### src/rtl/id_inst_queue_if.sv
// Handshake bundle between the IF-side producer, the instruction queue and the ID-side consumer.
// The queue connects through the slave modport; the driver/consumer side uses master.
interface id_inst_queue_if #(
   parameter int DEPTH   = 4,
   parameter int PC_WD   = 32,
   parameter int INST_WD = 32
);
   logic                     flush;
   logic                     in_valid;
   logic [PC_WD-1:0]         in_pc;
   logic [INST_WD-1:0]       in_inst;
   logic                     in_ready;
   logic                     almost_full;
   logic                     out_valid;
   logic [PC_WD-1:0]         out_pc;
   logic [INST_WD-1:0]       out_inst;
   logic                     out_ready;
   logic [$clog2(DEPTH):0]   count;

   modport master (
      output flush, in_valid, in_pc, in_inst, out_ready,
      input  in_ready, almost_full, out_valid, out_pc, out_inst, count
   );

   modport slave (
      input  flush, in_valid, in_pc, in_inst, out_ready,
      output in_ready, almost_full, out_valid, out_pc, out_inst, count
   );
endinterface

### src/rtl/id_inst_queue.sv
// First-word fall-through {pc, inst} queue between IF and ID; holds fetched
// instructions across ID stalls, supports flush and gives IF an early throttle.
module id_inst_queue #(
   parameter int DEPTH     = 4,
   parameter int PC_WD     = 32,
   parameter int INST_WD   = 32,
   parameter int AF_MARGIN = 1
) (
   input logic              clk,
   input logic              rst,
   id_inst_queue_if.slave   q
);
   localparam int PTR_WD   = $clog2(DEPTH);
   localparam int CNT_WD   = PTR_WD + 1;
   localparam int ENTRY_WD = PC_WD + INST_WD;

   logic [ENTRY_WD-1:0] mem_q [DEPTH];
   logic [ENTRY_WD-1:0] mem_d [DEPTH];
   logic [PTR_WD-1:0]   wr_ptr_q, wr_ptr_d;
   logic [PTR_WD-1:0]   rd_ptr_q, rd_ptr_d;
   logic [CNT_WD-1:0]   count_q, count_d;

   logic in_ready;
   logic out_valid;
   logic enq;
   logic deq;

   assign in_ready  = (count_q != CNT_WD'(DEPTH));
   assign out_valid = (count_q != '0);
   assign enq       = q.in_valid && in_ready && !q.flush;
   assign deq       = out_valid && q.out_ready && !q.flush;

   // Flush clears only pointers and count; stale payload stays but is unreachable.
   always_comb begin
      mem_d    = mem_q;
      wr_ptr_d = wr_ptr_q;
      rd_ptr_d = rd_ptr_q;
      count_d  = count_q;
      if (q.flush) begin
         wr_ptr_d = '0;
         rd_ptr_d = '0;
         count_d  = '0;
      end else begin
         if (enq) begin
            mem_d[wr_ptr_q] = {q.in_pc, q.in_inst};
            wr_ptr_d        = wr_ptr_q + PTR_WD'(1);
         end
         if (deq) begin
            rd_ptr_d = rd_ptr_q + PTR_WD'(1);
         end
         if (enq && !deq) begin
            count_d = count_q + CNT_WD'(1);
         end else if (deq && !enq) begin
            count_d = count_q - CNT_WD'(1);
         end
      end
   end

   always_ff @(posedge clk) begin
      if (rst) begin
         wr_ptr_q <= '0;
         rd_ptr_q <= '0;
         count_q  <= '0;
      end else begin
         wr_ptr_q <= wr_ptr_d;
         rd_ptr_q <= rd_ptr_d;
         count_q  <= count_d;
      end
   end

   always_ff @(posedge clk) begin
      mem_q <= mem_d;
   end

   assign q.in_ready    = in_ready;
   assign q.almost_full = (count_q >= CNT_WD'(DEPTH - AF_MARGIN));
   assign q.out_valid   = out_valid;
   assign q.out_pc      = out_valid ? mem_q[rd_ptr_q][ENTRY_WD-1:INST_WD] : '0;
   assign q.out_inst    = out_valid ? mem_q[rd_ptr_q][INST_WD-1:0] : '0;
   assign q.count       = count_q;
endmodule
### src/flat_wrapper.sv
// flat-port wrapper written by rule: the top's interface ports become plain ports
module id_inst_queue_flat 
#(
   parameter int DEPTH     = 4,
   parameter int PC_WD     = 32,
   parameter int INST_WD   = 32,
   parameter int AF_MARGIN = 1
)
  (clk, rst, q_flush, q_in_valid, q_in_pc, q_in_inst, q_out_ready, q_in_ready, q_almost_full, q_out_valid, q_out_pc, q_out_inst, q_count);
  id_inst_queue_if #(.DEPTH(DEPTH), .PC_WD(PC_WD), .INST_WD(INST_WD)) q_i ();
  input logic clk;
  input logic rst;
  input wire logic [$bits(q_i.flush)-1:0] q_flush;
  input wire logic [$bits(q_i.in_valid)-1:0] q_in_valid;
  input wire logic [$bits(q_i.in_pc)-1:0] q_in_pc;
  input wire logic [$bits(q_i.in_inst)-1:0] q_in_inst;
  input wire logic [$bits(q_i.out_ready)-1:0] q_out_ready;
  output wire logic [$bits(q_i.in_ready)-1:0] q_in_ready;
  output wire logic [$bits(q_i.almost_full)-1:0] q_almost_full;
  output wire logic [$bits(q_i.out_valid)-1:0] q_out_valid;
  output wire logic [$bits(q_i.out_pc)-1:0] q_out_pc;
  output wire logic [$bits(q_i.out_inst)-1:0] q_out_inst;
  output wire logic [$bits(q_i.count)-1:0] q_count;
  assign q_i.flush = q_flush;
  assign q_i.in_valid = q_in_valid;
  assign q_i.in_pc = q_in_pc;
  assign q_i.in_inst = q_in_inst;
  assign q_i.out_ready = q_out_ready;
  assign q_in_ready = q_i.in_ready;
  assign q_almost_full = q_i.almost_full;
  assign q_out_valid = q_i.out_valid;
  assign q_out_pc = q_i.out_pc;
  assign q_out_inst = q_i.out_inst;
  assign q_count = q_i.count;
  id_inst_queue #(.DEPTH(DEPTH), .PC_WD(PC_WD), .INST_WD(INST_WD), .AF_MARGIN(AF_MARGIN)) u_core (.clk(clk), .rst(rst), .q(q_i));
endmodule
### config.mk
export PLATFORM = sky130hd
export DESIGN_NAME = id_inst_queue_flat
export DESIGN_NICKNAME = d
export VERILOG_FILES = /design/src/rtl/id_inst_queue_if.sv /design/src/rtl/id_inst_queue.sv /design/src/flat_wrapper.sv
export SDC_FILE = /design/constraint.sdc
export NUM_CORES = 1
export LEC_CHECK = 0
export ABC_CLOCK_PERIOD_IN_PS = 4050
export BUFFER_PORTS_ARGS = -buffer_cell sky130_fd_sc_hd__buf_2
export CORE_UTILIZATION = 50
export CTS_CLUSTER_SIZE = 24
export DETAILED_ROUTE_END_ITERATION = 8
export PLACE_DENSITY_LB_ADDON = 0.05
export SYNTH_ARGS = -nofsm -noshare
export SYNTH_HDL_FRONTEND = slang
export SYNTH_SLANG_ARGS = --single-unit
### constraint.sdc
create_clock -name clk -period 4.05 [get_ports clk]
set_clock_uncertainty 0.1 [all_clocks]
set_input_delay 0.81 -clock clk [delete_from_list [all_inputs] [get_ports clk]]
set_output_delay 0.81 -clock clk [all_outputs]
set_load 0.03 [all_outputs]
# == Word level (Yosys, flattened, before mapping) ==
# Index checks and enable logic that the tools add are counted.
# word_totals
input_bits,69
word_cells,43
output_inout_bits,70
register_bits,263
# classes
n_eq_ne,1
magnitude_cmp,4
n_addsub,4
n_bitwise,3
mux,10
reduce_logical,14
# op_table
operator,n
$bwmux 256,1
$mux 64,3
$bmux 64 s2,1
$demux 64 s2,1
$mux 32,2
$logic_and 1x1->1,7
$ge 3x3->1 const B,2
$mux 3,2
$not 2->3,2
$add 2x1->2 const B,2
$add 3x1->3 const B,1
$ge 3x2->1 const B,1
$logic_not 1->1,3
$lt 3x1->1 const B,1
$ne 3x3->1 const B,1
$reduce_bool 3->1,1
$sub 3x1->3 const B,1
$reduce_and 2->1,1
$reduce_bool 2->1,1
$reduce_or 2->1,1
$not 1->1,1

# == Depth between registers and ports, before layout ==
# Gate-level depths: netlist of the first run.
# depth
depth_word,7
mapped_depth,9
ltp_nobuf,8

# == Least setup slack after synthesis of the first run ==
# No wires, ideal clock.
# synth_path
kind,input to register
start,in q_in_valid
end,reg u_core.mem_q[0] (netlist bit) (enable)
setup_slack_ps,798
t_arrival_ps,2723
n_path_buf,0
path_stages,2
required_ps,3521
path_cell_list,nor2b_1 and3_1
# synth_between
elab_chain_cells,3
# synth_rtl
element,line,source
from (decl),flat_wrapper.sv:14,input wire logic [$bits(q_i.in_valid)-1:0] q_in_valid;
$logic_and 1x1->1 (2 in a row),id_inst_queue.sv:30,assign enq = q.in_valid && in_ready && !q.flush;
$reduce_and 2->1 (no source line),n/a,
to (signal assigned),id_inst_queue.sv:72,mem_q <= mem_d;
to (decl),id_inst_queue.sv:17,logic [ENTRY_WD-1:0] mem_q [DEPTH];
# No other way between the ends.
# A chain may end at the register's enable or synchronous reset.

# == Final worst setup path of the first run ==
# layout_path
start,reg u_core.rd_ptr_q[0]
end,out q_out_inst[27]
# layout_between
elab_chain_cells,5
# layout_rtl
element,line,source
from (decl),id_inst_queue.sv:20,"logic [PTR_WD-1:0] rd_ptr_q, rd_ptr_d;"
from (signal assigned),id_inst_queue.sv:66,rd_ptr_q <= rd_ptr_d;
$not 2->3 (implied by the code),id_inst_queue.sv:79,assign q.out_inst = out_valid ? mem_q[rd_ptr_q][INST_WD-1:0] : '0;
$bmux 64 s2,id_inst_queue.sv:79,
$mux 64 (2 in a row),n/a,
$mux 32,id_inst_queue.sv:79,
to (decl),flat_wrapper.sv:22,output wire logic [$bits(q_i.out_inst)-1:0] q_out_inst;
# No other way between the ends. The select of a mux whose other input is x is not followed.

==> results of run 1 <==
## worst register-to-register path: stages, from the launching register on
cell	delay, ns
dfxtp_1	0.40
o31ai_1	0.49
or2_2	0.21
ha_1	0.18
inv_1	0.06
fa_1	0.37
xor2_1	0.17
or3_1	0.30
a21oi_1	0.14
## per-stage QoR
step | instances | power [W] | setup WS, ns
2_1_floorplan | 454 | 0.003360 | 0.7982
3_3_place_gp | 848 | 0.003511 | 1.152
3_5_place_dp | 848 | 0.003520 | 1.057
4_1_cts | 898 | 0.005748 | 0.5616
5_1_grt | 898 | 0.005867 | 0.4694
6_report | 898 | 0.005687 | 0.6576
## final cells by class
class | instances | area [um2] | share of cell area, %
clock inverters | 12 | 81.33 | 0.6798
flip-flops and latches | 263 | 7835 | 65.50
clock buffers | 38 | 716.9 | 5.993
repair buffers | 152 | 833.3 | 6.966
well taps | 265 | 331.6 | 2.772
multi-input cells | 165 | 2153 | 18.00
inverters | 3 | 11.26 | 0.09413
## synth_stat cells, types with 2 or more instances
library cell	count	area, um2
a21o_1	2	15.01
a21oi_1	2	10.01
and2_1	64	400.4
and3_1	4	25.02
buf_2	9	45.04
buf_6	5	56.30
clkbuf_1	9	33.78
dfxtp_1	7	140.1
edfxtp_1	256	7687
ha_1	5	62.56
inv_1	3	11.26
mux4_2	64	1441
nor2_1	5	18.77
or2_2	2	12.51
or3_1	2	12.51
xor2_1	4	35.03
## final timing paths
kind	start	to	slack [ns]	cells past startpoint
worst max-delay path	u_core.rd_ptr_q[0]	q_out_inst[27]	0.66	4
worst min-delay path	q_in_pc[13]	u_core.mem_q[45]	0.39	1
worst max register to register	u_core.q.count[0]	u_core.q.count[2]	1.55	8
worst min register to register	u_core.wr_ptr_q[1]	u_core.wr_ptr_q[1]	0.47	2
## registers in the layout, indices dropped and copies added (netlist names)
name             count
u_core.wr_ptr_q      2
u_core.mem_q       256
u_core.q.count       3
u_core.rd_ptr_q      2
## report_power, final
group          total, W  internal (W)  switching, W
combinational  0.000406      0.000150      0.000256
sequential      0.00305       0.00303     0.0000182
clock           0.00223       0.00129      0.000939
total           0.00569       0.00447       0.00121
## placed cells by master (no fill, tap or decap), drive strengths merged, types with 4 or more instances in the layout
cell type,count
and3,4
clkinv,10
clkbuf,38
edfxtp,256
and2,65
buf,152
dfxtp,7
mux4,64
nor2,5
inv,4
ha,5
xor2,4
## kinds of logic (layout without fill, tap and decap cells)
| group | Yosys count | in the layout | synth area share [%] |
|---|---|---|---|
| and+or+nand+nor | 82 | 82 | 4.989 |
| adders and majority gates | 6 | 6 | 0.8171 |
| DFF | 263 | 263 | 77.45 |
| buffers and inverters | 26 | 205 | 1.448 |
| xor gates and xnor gates | 4 | 4 | 0.3466 |
| AOI/OAI and AO/OA | 8 | 8 | 0.5818 |
| muxes | 65 | 65 | 14.36 |
## routing by layer
metal | wire length (um) | track usage [%] | vias to the layer above | share of wire, %
met5 | 12 | 0 | - | 0.064
met4 | 340 | 4.432 | 2 | 1.8
met3 | 999 | 3.874 | 27 | 5.3
met2 | 9472 | 32.55 | 126 | 51
met1 | 7905 | 24.44 | 2459 | 42
li1 | - | - | 2164 | -
==> summary.txt, run 1 <==
Worst setup path
  • Cell Chain, Critical Path: buf_4, mux4_2, and2_1, buf_2
  • CP max-delay cell: dfxtp_4
  • Crit path DAT: 2.48 ns
  • CP delay by family, top: flip-flops
  • CP Capture Type: output pin
  • Max FO, Critical Path: 28
  • CP Class: reg -> out
  • Critical path required time: 3.14 ns
  • Largest stage delay, worst path: 0.73 ns
  • CP Buf/Inv Count: 2
  • Critical Path Start Type: register

Floorplanning
  • Total die area: 20790 um2
  • Die height: 144.2 um
  • Cell Rows: 51
  • I/O pins: 139
  • Die width: 144.2 um
  • Initial Utilization: 51.42%
  • Core footprint: 19650 um2

Logic synthesis
  • Asr flop ratio synth: 0%
  • Seq cells post-synth: 263
  • Synth Cell Area: 10110 um2
  • Synth unique cells: 27
  • Post-synthesis area per instance: 22.26 um2
  • Sequential share of the synthesized area: 77.45%
  • EDFF count, synth: 256
  • Ys Warns: 0
  • Syn_nets: 529
  • Post-Syn Instances: 454
  • Primary FF master, synth: edfxtp_1

STA
  • Fin Hold WS: 0.3896 ns
  • Setup TNS: 0 ns
  • Fmax: 294.8 MHz
  • Max-slew violations: 0
  • Final Setup Violations: 0
  • Setup repair after global routing missed its margin: no
  • Fin crit period: 3.392 ns
  • Normalized max-slew margin: 55.24%
  • Final hold vios: 0
  • Period utilization: 83.76%
  • Worst slew pin tran: 0.6715 ns

Global routing
  • Total grt overflow: 0
  • Largest net degree at the start of global routing: 41
  • Antenna violations before repair: 2
  • GRT Resource Usage Total: 18.77%
  • First-pass GRT wire length: 28500 um
  • Vias in the first global route: 5126

Detailed routing
  • Avg Vias per Cell: 5.321
  • Starting DRT DRC Count: 245
  • Via count: 4778
  • Remaining DRCs: 0
  • Post-DRT Antenna Nets: 0
  • WL per Instance: 20.86 um
  • DR pass1 iterations: 4
  • DRT Wirelength: 18730 um

Clock tree
  • Clk buf depth: 3
  • Clk root buf: clkbuf_16
  • H-Tree Level Count: 1
  • # resized after CTS: 0
  • Clock Sinks: 263
  • Cts bufs inserted: 27
  • Hold_buf cts: 0
  • Clk_lat worst skew: 0.53 ns
  • CTS tree: done
  • Post-CTS Setup Bufs: 0
  • Reg clk slew, reported paths: 0.06 ns

Cells and area
  • Layout cells sized above 1: 41.07%
  • Synthesis-to-layout area growth: 18.37%
  • Post-route design area: 11960 um2
  • Layout fillers: 1500
  • Number of diodes: 0
  • Fin util: 60.87%
  • # nets final: 687

Run
  • Max-cap check violation count: 0

Placed design
  • Gp weighted congestion: 0.7070
  • Hpwl dp: 11380 um
  • Post-DP Area: 11160 um2
  • Port buffer count: 138

Pwr
  • PwrDens: 475.4 nW/um2
  • Worst vdd ir: 0.3174 mV
  • Lkg Pwr: 4.142 nW

Status
  • Run status: completed

Min path
  • Worst min path class: in -> reg
Power figures use the tool's default switching activity.
==> run 2: changes to the inputs <==
--- a/config.mk
+++ b/config.mk
@@ -5,7 +5,7 @@
 export SDC_FILE = /design/constraint.sdc
 export NUM_CORES = 1
 export LEC_CHECK = 0
-export ABC_CLOCK_PERIOD_IN_PS = 4050
+export ABC_CLOCK_PERIOD_IN_PS = 3300
 export BUFFER_PORTS_ARGS = -buffer_cell sky130_fd_sc_hd__buf_2
 export CORE_UTILIZATION = 50
 export CTS_CLUSTER_SIZE = 24
==> constraint.sdc (replaced) <==
create_clock -name clk -period 3.3 [get_ports clk]
set_clock_uncertainty 0.1 [all_clocks]
set_input_delay 0.66 -clock clk [delete_from_list [all_inputs] [get_ports clk]]
set_output_delay 0.66 -clock clk [all_outputs]
set_load 0.03 [all_outputs]
==> run 2 against run 1 <==
Final area increased by 1.6%. Hold slack got worse by 0.15 ns. Register-to-register slack got worse by 0.77 ns. Power increased by 28%. Global-route usage about the same. Critical endpoint is now q_out_pc[16].
==> summary.txt, run 2 (same netlist as run 1, synthesis figures left out) <==
Min path
  • Hold Path Cell Cnt: 1 (unchanged)
  • Hold_sp: q_in_pc[13]
  • Worst min path class: in -> reg
  • Hold worst-path end: u_core.mem_q[109]

Cells and area
  • Leading cell type in the layout, fill and taps excluded: edfxtp_1
  • Max reg flops: 256 (unchanged)
  • Layout cells sized above 1: 43.46% (+2.4 points)
  • # nets final: 689 (+0.29%)
  • Most frequent cells in the layout: 256 x edfxtp_1, 138 x buf_2, 64 x mux4_2, 64 x and2_1, 27 x clkbuf_16
  • Synthesis-to-layout area growth: 20.27%
  • Register with the most flip-flops: u_core.mem_q
  • Number of diodes: 0 (unchanged)

Worst setup path
  • Largest stage delay, worst path: 0.73 ns (about the same)
  • CP Capture Type: output pin
  • FF-to-FF path depth: 8 (unchanged)
  • Critical path required time: 2.54 ns (-0.60 ns)
  • CP delay by family, top: simple AND/OR/NAND/NOR gates
  • Critical Path Start Type: register
  • Crit path DAT: 2.31 ns (-0.17 ns)
  • Reg-to-reg slack, setup: 0.78 ns (-0.77 ns)
  • CP Buf/Inv Count: 2 (unchanged)
  • Max FO, Critical Path: 46 (+64%)
  • CP Class: reg -> out
  • CP max-delay cell: or3_2
  • Cell Chain, Critical Path: or3_2, buf_12, and2_1, buf_2
  • R2r endpoint: u_core.q.count[2]
  • R2R Path Start: u_core.q.count[0]

Global routing
  • Total grt overflow: 0 (unchanged)
  • Largest net degree at the start of global routing: 47 (+15%)
  • Antenna violations before repair: 2 (unchanged)
  • Vias in the first global route: 5117 (-0.18%)
  • First-pass GRT wire length: 28450 um (-0.19%)
  • GRT Resource Usage Total: 18.72% (-0.047 points)

Floorplanning
  • Initial Utilization: 51.42% (unchanged)
  • Total die area: 20790 um2 (unchanged)
  • Cell Rows: 51 (unchanged)
  • Die height: 144.2 um (unchanged)
  • Core footprint: 19650 um2 (unchanged)
  • I/O pins: 139 (unchanged)
  • Die width: 144.2 um (unchanged)

STA
  • Max-slew violations: 0 (unchanged)
  • Final Setup Violations: 0 (unchanged)
  • Setup TNS: 0 ns (unchanged)
  • Fin crit period: 3.073 ns
  • Normalized max-slew margin: 68.00% (+13 points)
  • Period utilization: 93.11%
  • Setup repair after global routing missed its margin: no
  • Worst slew pin tran: 0.4760 ns (-0.1955 ns)
  • Fmax: 325.4 MHz
  • Final hold vios: 0 (unchanged)
  • Fin Hold WS: 0.2444 ns (-0.1452 ns)

Detailed routing
  • Post-DRT Antenna Nets: 0 (unchanged)
  • DRT Wirelength: 18730 um (about the same)
  • Starting DRT DRC Count: 221 (-9.8%)
  • DR pass1 iterations: 4 (unchanged)
  • Via count: 4840 (+1.3%)
  • Remaining DRCs: 0 (unchanged)
  • Avg Vias per Cell: 5.378 (+1.1%)
  • WL per Instance: 20.81 um (-0.25%)

Clock tree
  • Cts bufs inserted: 27 (unchanged)
  • Hold_buf cts: 0 (unchanged)
  • H-Tree Level Count: 1 (unchanged)
  • Clk buf depth: 3 (unchanged)
  • Clock Sinks: 263 (unchanged)
  • Clk root buf: clkbuf_16
  • CTS tree: done
  • Reg clk slew, reported paths: 0.06 ns (about the same)
  • Post-CTS Setup Bufs: 0 (unchanged)
  • Clk_lat worst skew: 0.52 ns (about the same)
  • # resized after CTS: 0 (unchanged)

Pwr
  • PwrDens: 599.4 nW/um2 (+26%)
  • Lkg Pwr: 4.237 nW (+2.3%)
  • Worst vdd ir: 0.4467 mV (+41%)

Placed design
  • Hpwl dp: 11380 um (about the same)
  • Gp weighted congestion: 0.7068 (about the same)
  • Port buffer count: 138 (unchanged)

Run
  • Max-cap check violation count: 0 (unchanged)

Status
  • Run status: completed
[run 2: changes by cell type in the layout (fill, tap and decap cells not counted)]
| cell | previous run | this run |
|---|---|---|
| buf_4 | 11 | 8 |
| clkbuf_8 | 0 | 5 |
| clkinvlp_4 | 0 | 1 |
| buf_12 | 3 | 8 |
| bufinv_16 | 1 | 3 |
| clkbuf_1 | 11 | 1 |
| clkinv_2 | 4 | 10 |
| clkinv_1 | 6 | 2 |
[run 2: worst max path at each step]
| stage | from | to | slack (ns) | cells after the start |
|---|---|---|---|---|
| 2_1_floorplan | u_core.q.count[0] | u_core.mem_q[0] | 0.13 | 3 |
| 3_3_place_gp | u_core.q.count[0] | q_out_inst[0] | 0.74 | 4 |
| 3_5_place_dp | q_flush | u_core.q.count[2] | 0.68 | 10 |
| 4_1_cts | u_core.q.count[0] | q_out_inst[0] | 0.19 | 4 |
| 5_1_grt | u_core.rd_ptr_q[0] | q_out_inst[2] | 0.1 | 4 |
| 6_report | u_core.q.count[0] | q_out_pc[16] | 0.23 | 4 |
[run 2: layout make-up]
cell class	instances	area (um2)
Timing Repair Buffer	154	910.9
Tap cell	265	331.6
Inverter	3	11.26
Multi-Input combinational cell	165	2153
Fill cell	1440	7500
Sequential cell	263	7835
Clock buffer	33	748.2
Clock inverter	17	163.9
[run 2: layer usage]
metal,wire (um),vias to the layer above,GRT usage [%]
li1,-,2172,-
met1,8076,2515,24.54
met2,9397,122,32.34
met3,940,29,3.576
met4,296,2,4.765
met5,13,-,0
[run 2: power by group]
| group | leakage, nW | internal (W) | switching [W] |
|---|---|---|---|
| registers | 2.38 | 0.00372 | 0.0000187 |
| logic | 1.40 | 0.000189 | 0.000317 |
| clock network | 0.459 | 0.00184 | 0.00120 |
[run 2: per-stage QoR]
step / worst slack, ns / cell area [um2] / power (W) / cells / util (%)
after floorplan: 0.1317 / 10110 / 0.004124 / 454 / -
after global placement: 0.7368 / 11240 / 0.004311 / 850 / 57.20
after detailed placement: 0.6801 / 11240 / 0.004324 / 850 / 57.20
after CTS: 0.1883 / 12150 / 0.007367 / 900 / 61.84
after global routing: 0.09825 / 12150 / 0.007521 / 900 / 61.84
final: 0.2272 / 12150 / 0.007286 / 900 / 61.84
==> run 3: changes to the inputs <==
--- a/config.mk
+++ b/config.mk
@@ -7,7 +7,7 @@
 export LEC_CHECK = 0
 export ABC_CLOCK_PERIOD_IN_PS = 3300
 export BUFFER_PORTS_ARGS = -buffer_cell sky130_fd_sc_hd__buf_2
-export CORE_UTILIZATION = 50
+export CORE_UTILIZATION = 57
 export CTS_CLUSTER_SIZE = 24
 export DETAILED_ROUTE_END_ITERATION = 8
 export PLACE_DENSITY_LB_ADDON = 0.05
==> run 3 against run 2 <==
Via count is 1.3% lower. Maximum frequency is 1.3% lower. First-iteration DRC count is 30% higher. Final cell count is 4.9% lower. Critical path depth stayed put. Die area is 12% lower. Sequential cell count stayed put. Combinational power is 0.8% lower. Global-route usage is 1.8 points higher. Core utilization is 7.8 points higher. Clock-buffer cell count is 1 higher. Largest cell class unchanged. Largest power group unchanged.
==> summary.txt, run 3 (same netlist as run 1, synthesis figures left out) <==
Status
  • Run status: completed

STA
  • Fmax: 321.3 MHz (-1.3%)
  • Setup repair after global routing missed its margin: no
  • Fin crit period: 3.112 ns (+0.03920 ns)
  • Setup TNS: 0 ns (unchanged)
  • Setup ws final: 0.1880 ns (-0.03920 ns)
  • Final Setup Violations: 0 (unchanged)
  • Period utilization: 94.30% (+1.2 points)
  • Max-slew violations: 0 (unchanged)
  • Final hold vios: 0 (unchanged)
  • Worst slew pin tran: 0.6162 ns (+0.1402 ns)
  • Normalized max-slew margin: 58.92% (-9.1 points)

Floorplanning
  • Total die area: 18270 um2 (-12%)
  • Cell Rows: 48 (-5.9%)
  • Core footprint: 17300 um2 (-12%)
  • Die width: 135.2 um (-6.3%)
  • Initial Utilization: 58.43% (+7.0 points)
  • Die height: 135.2 um (-6.3%)
  • I/O pins: 139 (unchanged)

Cells and area
  • Register with the most flip-flops: u_core.mem_q
  • # nets final: 686 (-0.44%)
  • Most frequent cells in the layout: 256 x edfxtp_1, 138 x buf_2, 64 x mux4_2, 64 x and2_1, 27 x clkbuf_16
  • Leading cell type in the layout, fill and taps excluded: edfxtp_1
  • Max reg flops: 256 (unchanged)
  • Layout cells sized above 1: 41.97% (-1.5 points)
  • Synthesis-to-layout area growth: 19.18%
  • Layout fillers: 1104 (-23%)
  • Fin util: 69.63% (+7.8 points)
  • Final Non-Filler Cells: 856 (-4.9%)

Min path
  • Worst min path class: in -> reg
  • Hold Path Cell Cnt: 1 (unchanged)
  • Hold_sp: q_in_pc[14]
  • Hold worst-path end: u_core.mem_q[174]

Placed design
  • Pre-CTS setup slack: 0.6946 ns (+0.01457 ns)
  • Port buffer count: 138 (unchanged)
  • Gp weighted congestion: 0.6998 (-0.99%)
  • Hpwl dp: 10940 um (-3.9%)
  • Placed instance count: 808 (-4.9%)

Worst setup path
  • Crit path DAT: 2.35 ns (+0.04 ns)
  • CP max-delay cell: or3_2
  • Critical path required time: 2.54 ns (about the same)
  • CP Capture Type: output pin
  • Critical Path Start Type: register
  • Largest stage delay, worst path: 0.79 ns (+0.06 ns)
  • Cell Chain, Critical Path: or3_2, buf_12, and2_1, buf_2
  • R2r endpoint: u_core.q.count[2]
  • Max FO, Critical Path: 34 (-26%)
  • Reg-to-reg slack, setup: 0.83 ns (+0.05 ns)
  • FF-to-FF path depth: 8 (unchanged)
  • CP Class: reg -> out
  • R2R Path Start: u_core.q.count[0]

Detailed routing
  • WL per Instance: 21.00 um (+0.92%)
  • Via count: 4778 (-1.3%)
  • DRT Wirelength: 17970 um (-4.0%)
  • Wire length on met1: 7184 um (-11%)
  • DR pass1 iterations: 4 (unchanged)
  • Met2 WL post-DR: 9414 um (+0.18%)
  • Wire length on met3: 1062 um (+13%)
  • Remaining DRCs: 0 (unchanged)
  • Highest Signal Layer: met5
  • Post-DRT Antenna Nets: 0 (unchanged)
  • Starting DRT DRC Count: 288 (+30%)
  • Avg Vias per Cell: 5.582 (+3.8%)

Clock tree
  • Hold_buf cts: 0 (unchanged)
  • Post-CTS Setup Bufs: 0 (unchanged)
  • Clk_lat worst skew: 0.51 ns (about the same)
  • Clk buf depth: 3 (unchanged)
  • Cts bufs inserted: 26 (-3.7%)
  • CTS tree: done
  • Reg clk slew, reported paths: 0.06 ns (about the same)
  • Clock Sinks: 263 (unchanged)
  • H-Tree Level Count: 1 (unchanged)
  • # resized after CTS: 0 (unchanged)
  • Clk root buf: clkbuf_16

Global routing
  • Vias in the first global route: 5119 (+0.039%)
  • Largest net degree at the start of global routing: 38 (-19%)
  • Antenna violations before repair: 4 (+2)
  • Total grt overflow: 0 (unchanged)
  • GRT Resource Usage Total: 20.48% (+1.8 points)
  • First-pass GRT wire length: 27570 um (-3.1%)

Pwr
  • Lkg Pwr: 4.187 nW (-1.2%)
  • PwrDens: 595.1 nW/um2 (-0.73%)
  • Power Total: 0.007167 W (-1.6%)
  • Worst vdd ir: 0.5112 mV (+14%)

Run
  • Max-cap check violation count: 0 (unchanged)
==> run 3: worst max path at each step <==
stage	cells after the start	end	from	slack, ns
2_1_floorplan	3	u_core.mem_q[0]	u_core.q.count[0]	0.13
3_3_place_gp	4	q_out_inst[17]	u_core.q.count[0]	0.71
3_5_place_dp	4	q_out_inst[16]	u_core.q.count[0]	0.69
4_1_cts	4	q_out_inst[22]	u_core.q.count[0]	0.14
5_1_grt	4	q_out_pc[9]	u_core.q.count[0]	0.08
6_report	4	q_out_pc[9]	u_core.q.count[0]	0.19
==> run 3: per-layer routing <==
| layer | GRT usage (%) | vias to the layer above |
|---|---|---|
| met3 | 4.751 | 31 |
| met1 | 26.17 | 2439 |
| met2 | 35.47 | 141 |
| met5 | 0 | - |
| met4 | 5.493 | 4 |
| li1 | - | 2163 |
==> run 3: cell type report <==
class	instances	area (um2)	share of cell area, %
clock buffer	34	701.9	5.828
antenna	2	5.005	0.04155
timing repair buffer	152	895.9	7.438
sequential	263	7835	65.05
tap	225	281.5	2.337
clock inverter	12	160.2	1.330
multi-input combinational	165	2153	17.88
inverter	3	11.26	0.09350
==> run 3: stage by stage <==
step	hold WS (ns)	area (um2)
3_5_place_dp	0.4702	11180
2_1_floorplan	0.4173	10110
3_3_place_gp	0.4275	11180
4_1_cts	0.2397	12040
6_report	0.2608	12040
5_1_grt	0.2374	12040
==> run 3: critical path: cells and delay by family, from the launching register on <==
kind                   cells  cell delay (ns)
AND/OR/NAND/NOR            2             0.95
flip-flops                 1             0.40
buffers and inverters      2             0.48
==> run 3: power breakdown <==
group | internal, W | leakage, nW | switching [W]
combinational | 0.000189 | 1.38 | 0.000314
clock | 0.00180 | 0.420 | 0.00112
sequential | 0.00372 | 2.38 | 0.0000183
